File: src/rtl/teclado_senha.sv
// teclado_senha: 4x4 matrix-keypad front end for the electronic lock.
// It scans the rows one at a time and debounces whole scan passes. Digits
// are collected into a 20-nibble password packet, which the confirm key (#)
// sends to the operational controller.
//
// Ports:
//   clk            system clock
//   rst            synchronous active-high reset
//   teclado_en     keypad enable from the operational controller
//   col_matriz     keypad columns, active low (already synchronised)
//   lin_matriz     keypad row drive, active low
//   digitos_value  last emitted packet, nibble 0 = most recent digit, unused = 4'hF
//   digitos_valid  one-cycle strobe for a new digitos_value
//   bip_tecla      one-cycle pulse per accepted key (buzzer)

package teclado_senha_pkg;
    typedef logic [19:0][3:0] senhaPac_t;
endpackage

module teclado_senha
    import teclado_senha_pkg::*;
#(
    parameter int SCAN_CYCLES     = 1000,
    parameter int DEBOUNCE_PASSES = 4,
    parameter int TIMEOUT_CYCLES  = 50_000_000
) (
    input  logic       clk,
    input  logic       rst,
    input  logic       teclado_en,
    input  logic [3:0] col_matriz,
    output logic [3:0] lin_matriz,
    output senhaPac_t  digitos_value,
    output logic       digitos_valid,
    output logic       bip_tecla
);

    localparam int SCW = (SCAN_CYCLES > 1) ? $clog2(SCAN_CYCLES) : 1;
    localparam int DBW = $clog2(DEBOUNCE_PASSES + 1);
    localparam int TOW = $clog2(TIMEOUT_CYCLES + 1);

    localparam logic [SCW-1:0] SCAN_LAST  = SCW'(SCAN_CYCLES - 1);
    localparam logic [DBW-1:0] DEB_TARGET = DBW'(DEBOUNCE_PASSES);
    localparam logic [TOW-1:0] IDLE_LAST  = TOW'(TIMEOUT_CYCLES - 1);
    localparam senhaPac_t      EMPTY_PAC  = {20{4'hF}};

    // Internal key codes: 0-9 digits, A-D letters, E = '*', F = '#'.
    localparam logic [3:0] KEY_STAR = 4'hE;
    localparam logic [3:0] KEY_HASH = 4'hF;

    typedef enum logic [1:0] {
        DESLIGADO     = 2'd0,
        ESPERA_TECLA  = 2'd1,
        ESPERA_SOLTAR = 2'd2
    } state_t;

    state_t         state_q, state_d;
    logic [1:0]     row_q, row_d;
    logic [SCW-1:0] scan_q, scan_d;
    logic [3:0]     lin_q, lin_d;
    logic [1:0]     hits_q, hits_d;     // keys seen so far in this pass, saturates at 2
    logic [3:0]     code_q, code_d;     // key index when exactly one key seen
    logic [3:0]     last_q, last_d;     // key index being debounced
    logic [DBW-1:0] deb_q, deb_d;
    logic [TOW-1:0] idle_q, idle_d;
    senhaPac_t      buf_q, buf_d;
    senhaPac_t      dv_q, dv_d;
    logic           valid_q, valid_d;
    logic           bip_q, bip_d;

    logic [2:0]     row_cnt_s;
    logic [2:0]     sum_s;
    logic [1:0]     pass_hits_s;
    logic [3:0]     pass_code_s;
    logic           pass_end_s;
    logic           accept_s;
    logic [3:0]     key_s;

    function automatic logic [2:0] popcount4(input logic [3:0] v);
        return {2'b00, v[0]} + {2'b00, v[1]} + {2'b00, v[2]} + {2'b00, v[3]};
    endfunction

    function automatic logic [1:0] col_index(input logic [3:0] v);
        logic [1:0] idx;
        case (1'b1)
            v[0]:    idx = 2'd0;
            v[1]:    idx = 2'd1;
            v[2]:    idx = 2'd2;
            v[3]:    idx = 2'd3;
            default: idx = 2'd0;
        endcase
        return idx;
    endfunction

    function automatic logic [3:0] row_drive(input logic [1:0] r);
        logic [3:0] d;
        case (r)
            2'd0:    d = 4'b1110;
            2'd1:    d = 4'b1101;
            2'd2:    d = 4'b1011;
            2'd3:    d = 4'b0111;
            default: d = 4'b1111;
        endcase
        return d;
    endfunction

    // Key index is {row, column}; map it onto the keypad legend.
    function automatic logic [3:0] key_decode(input logic [3:0] idx);
        logic [3:0] k;
        case (idx)
            4'd0:    k = 4'd1;
            4'd1:    k = 4'd2;
            4'd2:    k = 4'd3;
            4'd3:    k = 4'hA;
            4'd4:    k = 4'd4;
            4'd5:    k = 4'd5;
            4'd6:    k = 4'd6;
            4'd7:    k = 4'hB;
            4'd8:    k = 4'd7;
            4'd9:    k = 4'd8;
            4'd10:   k = 4'd9;
            4'd11:   k = 4'hC;
            4'd12:   k = KEY_STAR;
            4'd13:   k = 4'd0;
            4'd14:   k = KEY_HASH;
            default: k = 4'hD;
        endcase
        return k;
    endfunction

    // Merge the current row's columns into the running pass result.
    always_comb begin
        row_cnt_s = popcount4(~col_matriz);
        sum_s     = {1'b0, hits_q} + row_cnt_s;
        if (sum_s >= 3'd2) begin
            pass_hits_s = 2'd2;
        end else begin
            pass_hits_s = sum_s[1:0];
        end
        if (row_cnt_s == 3'd1) begin
            pass_code_s = {row_q, col_index(~col_matriz)};
        end else begin
            pass_code_s = code_q;
        end
    end

    // Scan sequencing, debounce FSM, buffer handling and output strobes.
    always_comb begin
        state_d    = state_q;
        row_d      = row_q;
        scan_d     = scan_q;
        lin_d      = lin_q;
        hits_d     = hits_q;
        code_d     = code_q;
        last_d     = last_q;
        deb_d      = deb_q;
        idle_d     = idle_q;
        buf_d      = buf_q;
        dv_d       = dv_q;
        valid_d    = 1'b0;
        bip_d      = 1'b0;
        pass_end_s = 1'b0;
        accept_s   = 1'b0;
        key_s      = key_decode(pass_code_s);

        if (!teclado_en) begin
            // Disable wins over everything, including a same-cycle acceptance.
            state_d = DESLIGADO;
            row_d   = 2'd0;
            scan_d  = '0;
            lin_d   = 4'hF;
            hits_d  = 2'd0;
            code_d  = 4'd0;
            last_d  = 4'd0;
            deb_d   = '0;
            idle_d  = '0;
            buf_d   = EMPTY_PAC;
        end else if (state_q == DESLIGADO) begin
            state_d = ESPERA_TECLA;
            row_d   = 2'd0;
            scan_d  = '0;
            lin_d   = row_drive(2'd0);
            hits_d  = 2'd0;
            deb_d   = '0;
            idle_d  = '0;
        end else begin
            if (scan_q == SCAN_LAST) begin
                scan_d = '0;
                row_d  = row_q + 2'd1;
                lin_d  = row_drive(row_q + 2'd1);
                if (row_q == 2'd3) begin
                    pass_end_s = 1'b1;
                    hits_d     = 2'd0;
                    code_d     = 4'd0;
                end else begin
                    hits_d = pass_hits_s;
                    code_d = pass_code_s;
                end
            end else begin
                scan_d = scan_q + SCW'(1);
            end

            if (pass_end_s) begin
                case (state_q)
                    ESPERA_TECLA: begin
                        if (pass_hits_s == 2'd1) begin
                            last_d = pass_code_s;
                            if ((deb_q != '0) && (pass_code_s == last_q)) begin
                                deb_d = deb_q + DBW'(1);
                            end else begin
                                deb_d = DBW'(1);
                            end
                            if (deb_d == DEB_TARGET) begin
                                accept_s = 1'b1;
                                deb_d    = '0;
                                state_d  = ESPERA_SOLTAR;
                            end else begin
                                accept_s = 1'b0;
                            end
                        end else begin
                            deb_d = '0;
                        end
                    end
                    ESPERA_SOLTAR: begin
                        if (pass_hits_s == 2'd0) begin
                            deb_d = deb_q + DBW'(1);
                            if (deb_d == DEB_TARGET) begin
                                deb_d   = '0;
                                state_d = ESPERA_TECLA;
                            end else begin
                                state_d = ESPERA_SOLTAR;
                            end
                        end else begin
                            deb_d = '0;
                        end
                    end
                    default: begin
                        state_d = DESLIGADO;
                    end
                endcase
            end else begin
                accept_s = 1'b0;
            end

            // Acceptance takes priority over a coincident timeout.
            if (accept_s) begin
                bip_d  = 1'b1;
                idle_d = '0;
                if (key_s <= 4'd9) begin
                    buf_d = {buf_q[18:0], key_s};
                end else if (key_s == KEY_STAR) begin
                    buf_d = EMPTY_PAC;
                end else if (key_s == KEY_HASH) begin
                    // Nibble 0 is never 4'hF once a digit is stored.
                    if (buf_q[0] != 4'hF) begin
                        dv_d    = buf_q;
                        valid_d = 1'b1;
                        buf_d   = EMPTY_PAC;
                    end else begin
                        valid_d = 1'b0;
                    end
                end else begin
                    buf_d = buf_q;
                end
            end else if (buf_q[0] == 4'hF) begin
                idle_d = '0;
            end else if (idle_q == IDLE_LAST) begin
                idle_d = '0;
                buf_d  = EMPTY_PAC;
            end else begin
                idle_d = idle_q + TOW'(1);
            end
        end
    end

    // State and output registers with synchronous reset.
    always_ff @(posedge clk) begin
        if (rst) begin
            state_q <= DESLIGADO;
            row_q   <= 2'd0;
            scan_q  <= '0;
            lin_q   <= 4'hF;
            hits_q  <= 2'd0;
            code_q  <= 4'd0;
            last_q  <= 4'd0;
            deb_q   <= '0;
            idle_q  <= '0;
            buf_q   <= EMPTY_PAC;
            dv_q    <= EMPTY_PAC;
            valid_q <= 1'b0;
            bip_q   <= 1'b0;
        end else begin
            state_q <= state_d;
            row_q   <= row_d;
            scan_q  <= scan_d;
            lin_q   <= lin_d;
            hits_q  <= hits_d;
            code_q  <= code_d;
            last_q  <= last_d;
            deb_q   <= deb_d;
            idle_q  <= idle_d;
            buf_q   <= buf_d;
            dv_q    <= dv_d;
            valid_q <= valid_d;
            bip_q   <= bip_d;
        end
    end

    assign lin_matriz    = lin_q;
    assign digitos_value = dv_q;
    assign digitos_valid = valid_q;
    assign bip_tecla     = bip_q;

endmodule

File: config.mk
export PLATFORM = sky130hd
export DESIGN_NAME = teclado_senha
export DESIGN_NICKNAME = d
export VERILOG_FILES = /design/src/rtl/teclado_senha.sv
export SDC_FILE = /design/constraint.sdc
export NUM_CORES = 1
export LEC_CHECK = 0
export ABC_CLOCK_PERIOD_IN_PS = 9000
export BUFFER_PORTS_ARGS = -buffer_cell sky130_fd_sc_hd__buf_2
export CORE_UTILIZATION = 63
export DETAILED_ROUTE_END_ITERATION = 6
export GPL_TIMING_DRIVEN = 0
export PLACE_DENSITY = 0.84
export SLEW_MARGIN = 20
export SYNTH_ARGS = -nofsm -noshare
export SYNTH_HDL_FRONTEND = slang
export SYNTH_SLANG_ARGS = --single-unit
File: constraint.sdc
create_clock -name clk -period 9 [get_ports clk]
set_input_delay 0.45 -clock clk [delete_from_list [all_inputs] [get_ports clk]]
set_output_delay 0.45 -clock clk [all_outputs]
set_load 0.02 [all_outputs]
==> summary.txt, run 1 <==
Post-synth EDFFs: 0
CP most frequent cell: ha_1
area delta synth->final: 15.6%
ranking of synthesized cells by area: dfxtp_1 (46%), nor2_1 (8.7%), mux2i_1 (8.3%)
post-synthesis cell type count: 59
antenna viol nets, final: 0
share of the synthesized area in the top cell type: 0.463
leakage: 3.59 nW
CP Capture Type: flip-flop
# nets final: 1176
core area: 14600 um2
TritonCTS Sinks: 219
status: complete, no violations
CTS tree: yes
Slowest Stage Delay on Critical Path: 0.56 ns
CTS Buf Count: 22
share of cells above drive strength 1: 0.137
Syn Area/Cell: 9.20 um2
Fill cells: 1055
Setup Buffers After CTS: 0
gpl congestion: 0.905
dominant synthesized flop cell: dfxtp_1
HP Class: input port to flip-flop
Starting Density: 0.649
Max-Cap Viols: 0
Vias: 7689
# hold bufs at CTS: 0
fmax: 0.212 GHz
Worst Skew: 0.0114 ns
CTS max path bufs: 3
largest net degree at the start of global routing: 15
Seq/Total Area, Yosys: 0.463
Yosys reg bits: 219
drt total wl: 21000 um
dominant cell type by area after synthesis: dfxtp_1
die height: 125 um
DR pass1 iterations: 5
htree depth: 1
residual DRC count: 0
Final min period: 4.72 ns
Crit. path cell count: 18
Worst Path Buf+Inv: 5
Site Rows: 44
power density over cell area: 182 nW/um2
share of flip-flops with an asynchronous set or reset: 0
Total GRT Usage: 0.268
Peak VDD IR: 0.189 mV
vias in the first global route: 7268
slowest cell on the critical path: o2111ai_1
Slew Limit Fails: 0
final setup fails: 0
die area: 15500 um2
I/O pin cnt: 93
CP required: 9.42 ns
most frequent cells in the layout: nor2_1 (219), dfxtp_1 (219), buf_2 (104)
Starting DRT DRC Count: 579
crit-path max FO: 10
crit share post-route: 0.524
Slew HR: 0.443
family with the most delay on the worst path: simple AND/OR/NAND/NOR gates
Clk pin slew, worst setup/hold paths: 0.06 ns
Post-CTS Resized: 0
WS Path Type: input port to flip-flop
first-pass GRT wire length: 35000 um
Final Hold Fails: 0
syn_nets: 1060
number of I/O port buffers: 92
RSZ-0062 raised after global routing: no
WP data arrival: 5.14 ns
initial antenna violation count: 0
Die Wd: 125 um
Design Power: 1.99 mW
Setup TNS: 0 ns
Post-Synthesis Cells: 1029
yosys warns: 0
DP HPWL: 13700 um
Least-Margin Pin Slew: 0.828 ns
Min-Delay Path Depth: 3
Root Buffer: clkbuf_16
critical path launch point type: input port
clk_lat worst skew: 0.50 ns
post-detailed-route wirelength per cell: 15.6 um
worst-path cell chain: buf_2 -> fa_1 -> inv_1 -> ha_1 -> ha_1 -> or3b_1 -> buf_2 -> nor3_1 -> nor2_1 -> ha_1 -> o211ai_1 -> o211ai_1 -> and3_4 -> o2111ai_1 -> buf_4 -> clkbuf_1 -> nor2_1 -> mux2i_1
placed cell area: 10200 um2
grt ovf: 0
fin area: 10900 um2
Worst Reg-to-Reg Cells: 11
synthesized cell area: 9470 um2
vias per inst: 5.72
[report_power, final]
part	switching, mW	internal (mW)	leakage [nW]
Sequential	0.000490	0.970	1.77
Clock	0.374	0.589	0.389
Combinational	0.0388	0.0168	1.43
[worst reg2reg max path, stage by stage, from the launching register on]
cell and delay, ns:
dfxtp_1 0.47, ha_1 0.20, clkbuf_1 0.37, nand2_1 0.12
nor4b_1 0.53, nand3_1 0.23, a211oi_2 0.44, o2111ai_1 0.43
buf_4 0.32, clkbuf_1 0.23, nor2_1 0.18, mux2i_1 0.09
[area by class of cell]
class	count	area, um2	share of cell area
Sequential cell	219	4380	0.400
Multi-Input combinational cell	728	4700	0.430
Clock inverter	5	90.1	0.00823
Clock buffer	34	696	0.0635
Inverter	21	78.8	0.00720
Tap cell	184	230	0.0210
Buffer	61	304	0.0278
Antenna cell	1	2.50	0.000229
Timing Repair Buffer	92	460	0.0421
[routing by layer]
metal,GRT usage,share of wire,vias to the layer above
met5,0,0,-
met4,0.0943,0.031,0
met3,0.0494,0.056,51
met2,0.437,0.46,206
met1,0.354,0.46,3651
li1,-,-,3781
[synth_stat cells, drive strengths merged, types with 2 or more instances]
library cell  count
fa                2
clkbuf           39
or3               8
nor2b             4
a41oi             2
inv              21
and3              9
o21ai            11
a21oi            27
dfxtp           219
o211ai            8
nand4            17
xnor2            14
nand2            37
buf              22
o31a              2
or3b              2
a211o            82
nor2            219
xor2             18
nor3             16
or4               4
mux2i            79
a211oi            6
and2             85
nor4b             2
nand3            21
ha               22
nor4              4
and4              3
a32oi             2
nor3b             3
[flip-flops by register name, summed over array words and instances (netlist names)]
| signal | flops |
|---|---|
| buf_q | 80 |
| digitos_value | 80 |
| idle_q | 26 |
| scan_q | 10 |
| code_q | 4 |
| last_q | 4 |
| lin_matriz | 4 |
| deb_q | 3 |
| hits_q | 2 |
| row_q | 2 |
| state_q | 2 |
| bip_tecla | 1 |
| digitos_valid | 1 |
[path summary, 6_finish.rpt]
check,startpoint,slack [ns],end
max,col_matriz[0],4.28,buf_q[38]$_SDFFE_PP1P_
min,rst,0.26,lin_matriz[0]$_SDFFE_PP1P_
max reg2reg,row_q[0]$_SDFFE_PP0N_,5.28,buf_q[37]$_SDFFE_PP1P_
min reg2reg,idle_q[0]$_SDFF_PP0_,0.45,idle_q[0]$_SDFF_PP0_
[metrics by stage]
| stage | std cells | setup WS (ns) | utilization | hold slack [ns] |
|---|---|---|---|---|
| 2_1_floorplan | 1029 | 4.65 | - | 0.418 |
| 3_3_place_gp | 1305 | 3.93 | 0.696 | 0.426 |
| 3_5_place_dp | 1305 | 3.90 | 0.696 | 0.437 |
| 4_1_cts | 1344 | 4.39 | 0.750 | 0.246 |
| 5_1_grt | 1344 | 4.05 | 0.750 | 0.297 |
| 6_report | 1345 | 4.28 | 0.751 | 0.264 |
[kinds of logic after synthesis]
family / Yosys count / synth area share
multiplexers: 79 / 0.0835
flip-flops: 219 / 0.463
XOR/XNOR: 32 / 0.0296
adder cells (fa/ha/maj): 24 / 0.0333
AND/OR/NAND/NOR: 439 / 0.224
buffers and inverters: 82 / 0.0404
AO/OA/AOI/OAI: 154 / 0.127
(Power assumes the default switching activity.)
==> run 2: changes to the inputs <==
--- a/config.mk
+++ b/config.mk
@@ -5,12 +5,12 @@
 export SDC_FILE = /design/constraint.sdc
 export NUM_CORES = 1
 export LEC_CHECK = 0
-export ABC_CLOCK_PERIOD_IN_PS = 9000
+export ABC_CLOCK_PERIOD_IN_PS = 4100
 export BUFFER_PORTS_ARGS = -buffer_cell sky130_fd_sc_hd__buf_2
-export CORE_UTILIZATION = 63
+export CORE_UTILIZATION = 53
 export DETAILED_ROUTE_END_ITERATION = 6
 export GPL_TIMING_DRIVEN = 0
-export PLACE_DENSITY = 0.84
+export PLACE_DENSITY = 0.76
 export SLEW_MARGIN = 20
 export SYNTH_ARGS = -nofsm -noshare
 export SYNTH_HDL_FRONTEND = slang
==> constraint.sdc (replaced) <==
create_clock -name clk -period 4.1 [get_ports clk]
set_input_delay 0.205 -clock clk [delete_from_list [all_inputs] [get_ports clk]]
set_output_delay 0.205 -clock clk [all_outputs]
set_load 0.02 [all_outputs]
==> summary.txt, run 2 (same netlist as run 1, synthesis figures left out) <==
commonest non-fill, non-tap cell in the layout: dfxtp_1
leakage: 3.65 nW (was 3.59 nW)
DR pass1 iterations: 5 (unchanged)
Final Hold Fails: 0 (unchanged)
hold path endpoint: digitos_valid$_SDFF_PP0_ (was lin_matriz[0]$_SDFFE_PP1P_)
residual DRC count: 0 (unchanged)
# nets final: 1181 (was 1176)
gpl congestion: 0.901 (was 0.905)
area delta synth->final: 17.8% (was 15.6%)
Starting DRT DRC Count: 524 (was 579)
Final min period: 3.94 ns
most frequent cells in the layout: dfxtp_1 (219), nor2_1 (217), buf_2 (105) (was nor2_1 (219), dfxtp_1 (219), buf_2 (104))
CTS Buf Count: 24 (was 22)
Ant. Diodes: 0 (was 1)
CTS tree: yes (unchanged)
Min-Delay Path Depth: 5 (was 3)
core area: 17400 um2 (was 14600 um2)
final setup fails: 0 (unchanged)
die height: 136 um (was 125 um)
RR Endpoint: digitos_value[66]$_SDFFE_PP1P_ (was buf_q[37]$_SDFFE_PP1P_)
antenna viol nets, final: 0 (unchanged)
vias per inst: 5.45 (was 5.72)
vias in the first global route: 7020 (was 7268)
Root Buffer: clkbuf_16 (unchanged)
number of I/O port buffers: 92 (unchanged)
fmax: 0.254 GHz
multi-input logic area: 4760 um2 (was 4700 um2)
Die Wd: 136 um (was 125 um)
Total GRT Usage: 0.230 (was 0.268)
FF-to-FF setup slack: 0.58 ns (was 5.28 ns)
share of cells above drive strength 1: 0.156 (was 0.137)
Fill cells: 1442 (was 1055)
Design Power: 4.41 mW (was 1.99 mW)
RSZ-0062 raised after global routing: no (unchanged)
WS Path Type: input port to flip-flop (unchanged)
CTS max path bufs: 3 (unchanged)
flip-flop and latch area: 4380 um2 (unchanged)
crit-path max FO: 10 (unchanged)
initial antenna violation count: 0 (unchanged)
Starting Density: 0.546 (was 0.649)
Slew Limit Fails: 0 (unchanged)
reg-to-reg startpoint: hits_q[0]$_SDFFE_PP0N_ (was row_q[0]$_SDFFE_PP0N_)
I/O pin cnt: 93 (unchanged)
post-detailed-route wirelength per cell: 15.1 um (was 15.6 um)
die area: 18400 um2 (was 15500 um2)
Least-Margin Pin Slew: 0.930 ns (was 0.828 ns)
clk_lat worst skew: 0.52 ns (was 0.50 ns)
crit share post-route: 0.961
drt total wl: 21000 um (about the same)
Max-Cap Viols: 0 (unchanged)
status: complete, no violations (unchanged)
Peak VDD IR: 0.294 mV (was 0.189 mV)
Vias: 7578 (was 7689)
first-pass GRT wire length: 34500 um (was 35000 um)
largest net degree at the start of global routing: 14 (was 15)
power density over cell area: 395 nW/um2 (was 182 nW/um2)
HP Class: input port to flip-flop (unchanged)
CP Capture Type: flip-flop (unchanged)
htree depth: 1 (unchanged)
Clk pin slew, worst setup/hold paths: 0.06 ns (about the same)
TritonCTS Sinks: 219 (unchanged)
Hold Crit Start: teclado_en (was rst)
Slew HR: 0.374 (was 0.443)
DP HPWL: 14000 um (was 13700 um)
WP data arrival: 4.34 ns (was 5.14 ns)
Worst Reg-to-Reg Cells: 11 (unchanged)
grt ovf: 0 (unchanged)
CP required: 4.50 ns (was 9.42 ns)
critical path launch point type: input port (unchanged)
Worst Skew: 0.0192 ns (was 0.0114 ns)
Fin Hold WS: 0.0857 ns (was 0.264 ns)
Site Rows: 48 (was 44)
==> run 2: power breakdown <==
group | switching [mW] | internal [mW]
registers | 0.000932 | 2.13
logic | 0.0900 | 0.0405
clock network | 0.860 | 1.29
total | 0.951 | 3.46
==> run 2: timing repair <==
| item | in CTS | in global routing |
|---|---|---|
| hold endpoints to repair | 1 | 0 |
| pin swaps | 1 | 4 |
| gates cloned | 0 | 0 |
| setup endpoints to repair | 123 | 161 |
| hold buffers | 1 | 0 |
| gates resized for setup | 11 | 42 |
| setup buffers | 0 | 2 |
==> run 2: layout make-up <==
type                    count  share of cell area
repair buffers             95              0.0446
clock buffers              32              0.0610
multi-input cells         728               0.427
plain buffers              61              0.0324
clock inverters            10              0.0103
inverters                  21             0.00706
flip-flops and latches    219               0.393
well taps                 225              0.0252
==> run 2: routing by layer <==
layer	track usage	wire length, um	vias up
li1	-	-	3803
met1	0.318	9880	3570
met2	0.362	9590	170
met3	0.0393	1060	35
met4	0.0768	486	0
met5	0	0	-
==> run 2: how the worst max path moves through the flow <==
stage             startpoint                             end  slack, ns  cells after the start
6_report       col_matriz[0]  digitos_value[66]$_SDFFE_PP1P_       0.16                     15
5_1_grt        col_matriz[0]          buf_q[17]$_SDFFE_PP1P_       0.01                     19
4_1_cts        col_matriz[0]  digitos_value[48]$_SDFFE_PP1P_      0.004                     18
3_5_place_dp   col_matriz[0]  digitos_value[48]$_SDFFE_PP1P_      -0.86                     18
3_3_place_gp   col_matriz[0]  digitos_value[68]$_SDFFE_PP1P_      -0.80                     18
2_1_floorplan  col_matriz[0]           buf_q[1]$_SDFFE_PP1P_      0.008                     18
==> run 2: stage by stage <==
stage                     TNS [ns]  instances  area, um2   util  setup WS (ns)
after floorplan                  0       1029       9470      -        0.00775
after global placement     -107.77       1346      10200  0.589         -0.803
after detailed placement   -113.40       1346      10200  0.589         -0.855
after CTS                        0       1389      11100  0.637        0.00445
after global routing             0       1391      11200  0.643         0.0131
final                            0       1391      11200  0.643          0.162
==> run 2: worst max-delay path: stages <==
cell and delay (ns):
buf_2 0.13, fa_1 0.53, inv_1 0.04, ha_1 0.33, ha_1 0.22, fa_1 0.37, xor2_1 0.19, or3b_2 0.51
or4_1 0.56, a211oi_2 0.31, nand4_4 0.14, buf_12 0.19, buf_2 0.17, and2_1 0.16, a211o_1 0.26
==> run 3: changes to the inputs <==
--- a/config.mk
+++ b/config.mk
@@ -7,10 +7,10 @@
 export LEC_CHECK = 0
 export ABC_CLOCK_PERIOD_IN_PS = 4100
 export BUFFER_PORTS_ARGS = -buffer_cell sky130_fd_sc_hd__buf_2
-export CORE_UTILIZATION = 53
+export CORE_UTILIZATION = 50
 export DETAILED_ROUTE_END_ITERATION = 6
 export GPL_TIMING_DRIVEN = 0
-export PLACE_DENSITY = 0.76
+export PLACE_DENSITY = 0.72
 export SLEW_MARGIN = 20
 export SYNTH_ARGS = -nofsm -noshare
 export SYNTH_HDL_FRONTEND = slang
==> summary.txt, run 3 (same netlist as run 1, synthesis figures left out) <==
status: complete, no violations (unchanged)
Design Power: 4.40 mW (was 4.41 mW)
placed cell area: 10200 um2 (about the same)
HP Class: input port to flip-flop (unchanged)
Min-Delay Path Depth: 3 (was 5)
# nets final: 1178 (was 1181)
die height: 140 um (was 136 um)
share of cells above drive strength 1: 0.153 (was 0.156)
antenna viol nets, final: 0 (unchanged)
CP required: 4.50 ns (about the same)
CTS tree: yes (unchanged)
Slew HR: 0.364 (was 0.374)
critical path launch point type: input port (unchanged)
most frequent cells in the layout: dfxtp_1 (219), nor2_1 (217), buf_2 (103) (was dfxtp_1 (219), nor2_1 (217), buf_2 (105))
Ant. Diodes: 0 (unchanged)
WS Path Type: input port to flip-flop (unchanged)
number of I/O port buffers: 92 (unchanged)
Starting DRT DRC Count: 441 (was 524)
CP Capture Type: flip-flop (unchanged)
Final Hold Fails: 0 (unchanged)
Non-Filler Instances: 1391 (unchanged)
DR pass1 iterations: 5 (unchanged)
Max-Cap Viols: 0 (unchanged)
Hold Crit Start: rst (was teclado_en)
initial antenna violation count: 0 (unchanged)
Least-Margin Pin Slew: 0.945 ns (was 0.930 ns)
core area: 18300 um2 (was 17400 um2)
grt ovf: 0 (unchanged)
commonest non-fill, non-tap cell in the layout: dfxtp_1 (unchanged)
area delta synth->final: 17.5% (was 17.8%)
vias in the first global route: 7083 (was 7020)
post-detailed-route wirelength per cell: 15.2 um (was 15.1 um)
Worst Skew: 0.0143 ns (was 0.0192 ns)
reg-to-reg startpoint: hits_q[0]$_SDFFE_PP0N_ (unchanged)
Peak VDD IR: 0.267 mV (was 0.294 mV)
gpl congestion: 0.869 (was 0.901)
Root Buffer: clkbuf_16 (unchanged)
met3 WL: 1080 um (was 1060 um)
power density over cell area: 396 nW/um2 (was 395 nW/um2)
Slew Limit Fails: 0 (unchanged)
residual DRC count: 0 (unchanged)
Final min period: 3.92 ns (was 3.94 ns)
fin area: 11100 um2 (was 11200 um2)
drt total wl: 21100 um (was 21000 um)
final setup fails: 0 (unchanged)
CTS max path bufs: 3 (unchanged)
flip-flop and latch area: 4380 um2 (unchanged)
Site Rows: 49 (was 48)
die area: 19500 um2 (was 18400 um2)
DP HPWL: 14100 um (was 14000 um)
vias per inst: 5.40 (was 5.45)
RR Endpoint: digitos_value[30]$_SDFFE_PP1P_ (was digitos_value[66]$_SDFFE_PP1P_)
slowest cell on the critical path: or4_1 (unchanged)
crit-path max FO: 10 (unchanged)
Placed Cells: 1350 (was 1346)
# hold bufs at CTS: 0 (was 1)
Worst Reg-to-Reg Cells: 11 (unchanged)
leakage: 3.63 nW (was 3.65 nW)
Starting Density: 0.518 (was 0.546)
first-pass GRT wire length: 34900 um (was 34500 um)
WP data arrival: 4.32 ns (was 4.34 ns)
clk_lat worst skew: 0.52 ns (about the same)
Slowest Stage Delay on Critical Path: 0.55 ns (was 0.56 ns)
worst-path cell chain: buf_2 -> fa_1 -> inv_1 -> ha_1 -> ha_1 -> fa_1 -> xor2_1 -> or3b_2 -> or4_1 -> a211oi_2 -> nand4_4 -> buf_12 -> clkbuf_2 -> and2_1 -> a211o_1 (was buf_2 -> fa_1 -> inv_1 -> ha_1 -> ha_1 -> fa_1 -> xor2_1 -> or3b_2 -> or4_1 -> a211oi_2 -> nand4_4 -> buf_12 -> buf_2 -> and2_1 -> a211o_1)
TritonCTS Sinks: 219 (unchanged)
I/O pin cnt: 93 (unchanged)
fmax: 0.255 GHz (was 0.254 GHz)
Routed met1 length: 10000 um (was 9880 um)
htree depth: 1 (unchanged)
Clk pin slew, worst setup/hold paths: 0.06 ns (about the same)
FF-to-FF setup slack: 0.63 ns (was 0.58 ns)
largest net degree at the start of global routing: 14 (unchanged)
Die Wd: 140 um (was 136 um)
hold path endpoint: lin_matriz[0]$_SDFFE_PP1P_ (was digitos_valid$_SDFF_PP0_)
Fill cells: 1631 (was 1442)
Vias: 7516 (was 7578)
met2 WL: 9670 um (was 9590 um)
crit share post-route: 0.957 (was 0.961)
multi-input logic area: 4760 um2 (about the same)
Total GRT Usage: 0.214 (was 0.230)
DR top layer: met4 (unchanged)
CTS Buf Count: 23 (was 24)
RSZ-0062 raised after global routing: no (unchanged)
## run 3: cell types whose count changed in the layout (fill, tap and decap cells not counted), sizes merged
cell,previous run,this run
dlygate4sd3,1,0
clkbuf,64,65
buf,123,120
clkinv,8,4
clkinvlp,0,1
inv,21,22
bufinv,2,3
## run 3: stage by stage
stage                     hold WS, ns  worst slack [ns]  TNS, ns  utilization
after floorplan                 0.350           0.00775        0            -
after detailed placement        0.437            -0.799  -110.62        0.559
after global placement          0.427            -0.787  -107.80        0.559
after CTS                      0.0197           0.00675        0        0.605
after global routing           0.0382          0.000428        0        0.609
final                          0.0259             0.176        0        0.609
## run 3: metal layers
layer	global-route usage	vias to the layer above
li1	-	3795
met1	0.299	3534
met2	0.346	160
met3	0.0310	27
met4	0.0596	0
met5	0	-
## run 3: timing repair
action | in CTS | in global routing
setup endpoints to repair | 113 | 162
resized for setup | 11 | 42
buffers inserted | 0 | 1
pin swaps | 1 | 2
## run 3: critical path, delay by kind of cell
family / cells / cell delay (ns)
xor+xnor: 1 / 0.19
compound gates: 2 / 0.54
fa+ha+maj: 4 / 1.48
buf+inv: 4 / 0.53
simple gates: 4 / 1.36
## run 3: final cells by class
type	count	share of cell area
multi-input cells	728	0.428
flip-flops and latches	219	0.394
clock buffers	31	0.0580
repair buffers	93	0.0432
plain buffers	61	0.0317
well taps	229	0.0257
clock inverters	9	0.0124
inverters	21	0.00708
## run 3: worst max path at each step
stage	startpoint	to
finish	col_matriz[0]	digitos_value[30]$_SDFFE_PP1P_
global route	col_matriz[0]	buf_q[1]$_SDFFE_PP1P_
CTS	col_matriz[0]	digitos_value[55]$_SDFFE_PP1P_
detailed placement	col_matriz[0]	digitos_value[70]$_SDFFE_PP1P_
global placement	col_matriz[0]	digitos_value[11]$_SDFFE_PP1P_
floorplan	col_matriz[0]	buf_q[1]$_SDFFE_PP1P_
## run 3: where the power goes
part,total (mW),switching (mW),leakage (nW),internal [mW]
Clock,2.14,0.846,0.385,1.30
Sequential,2.13,0.000979,1.77,2.13
Combinational,0.130,0.0900,1.47,0.0404
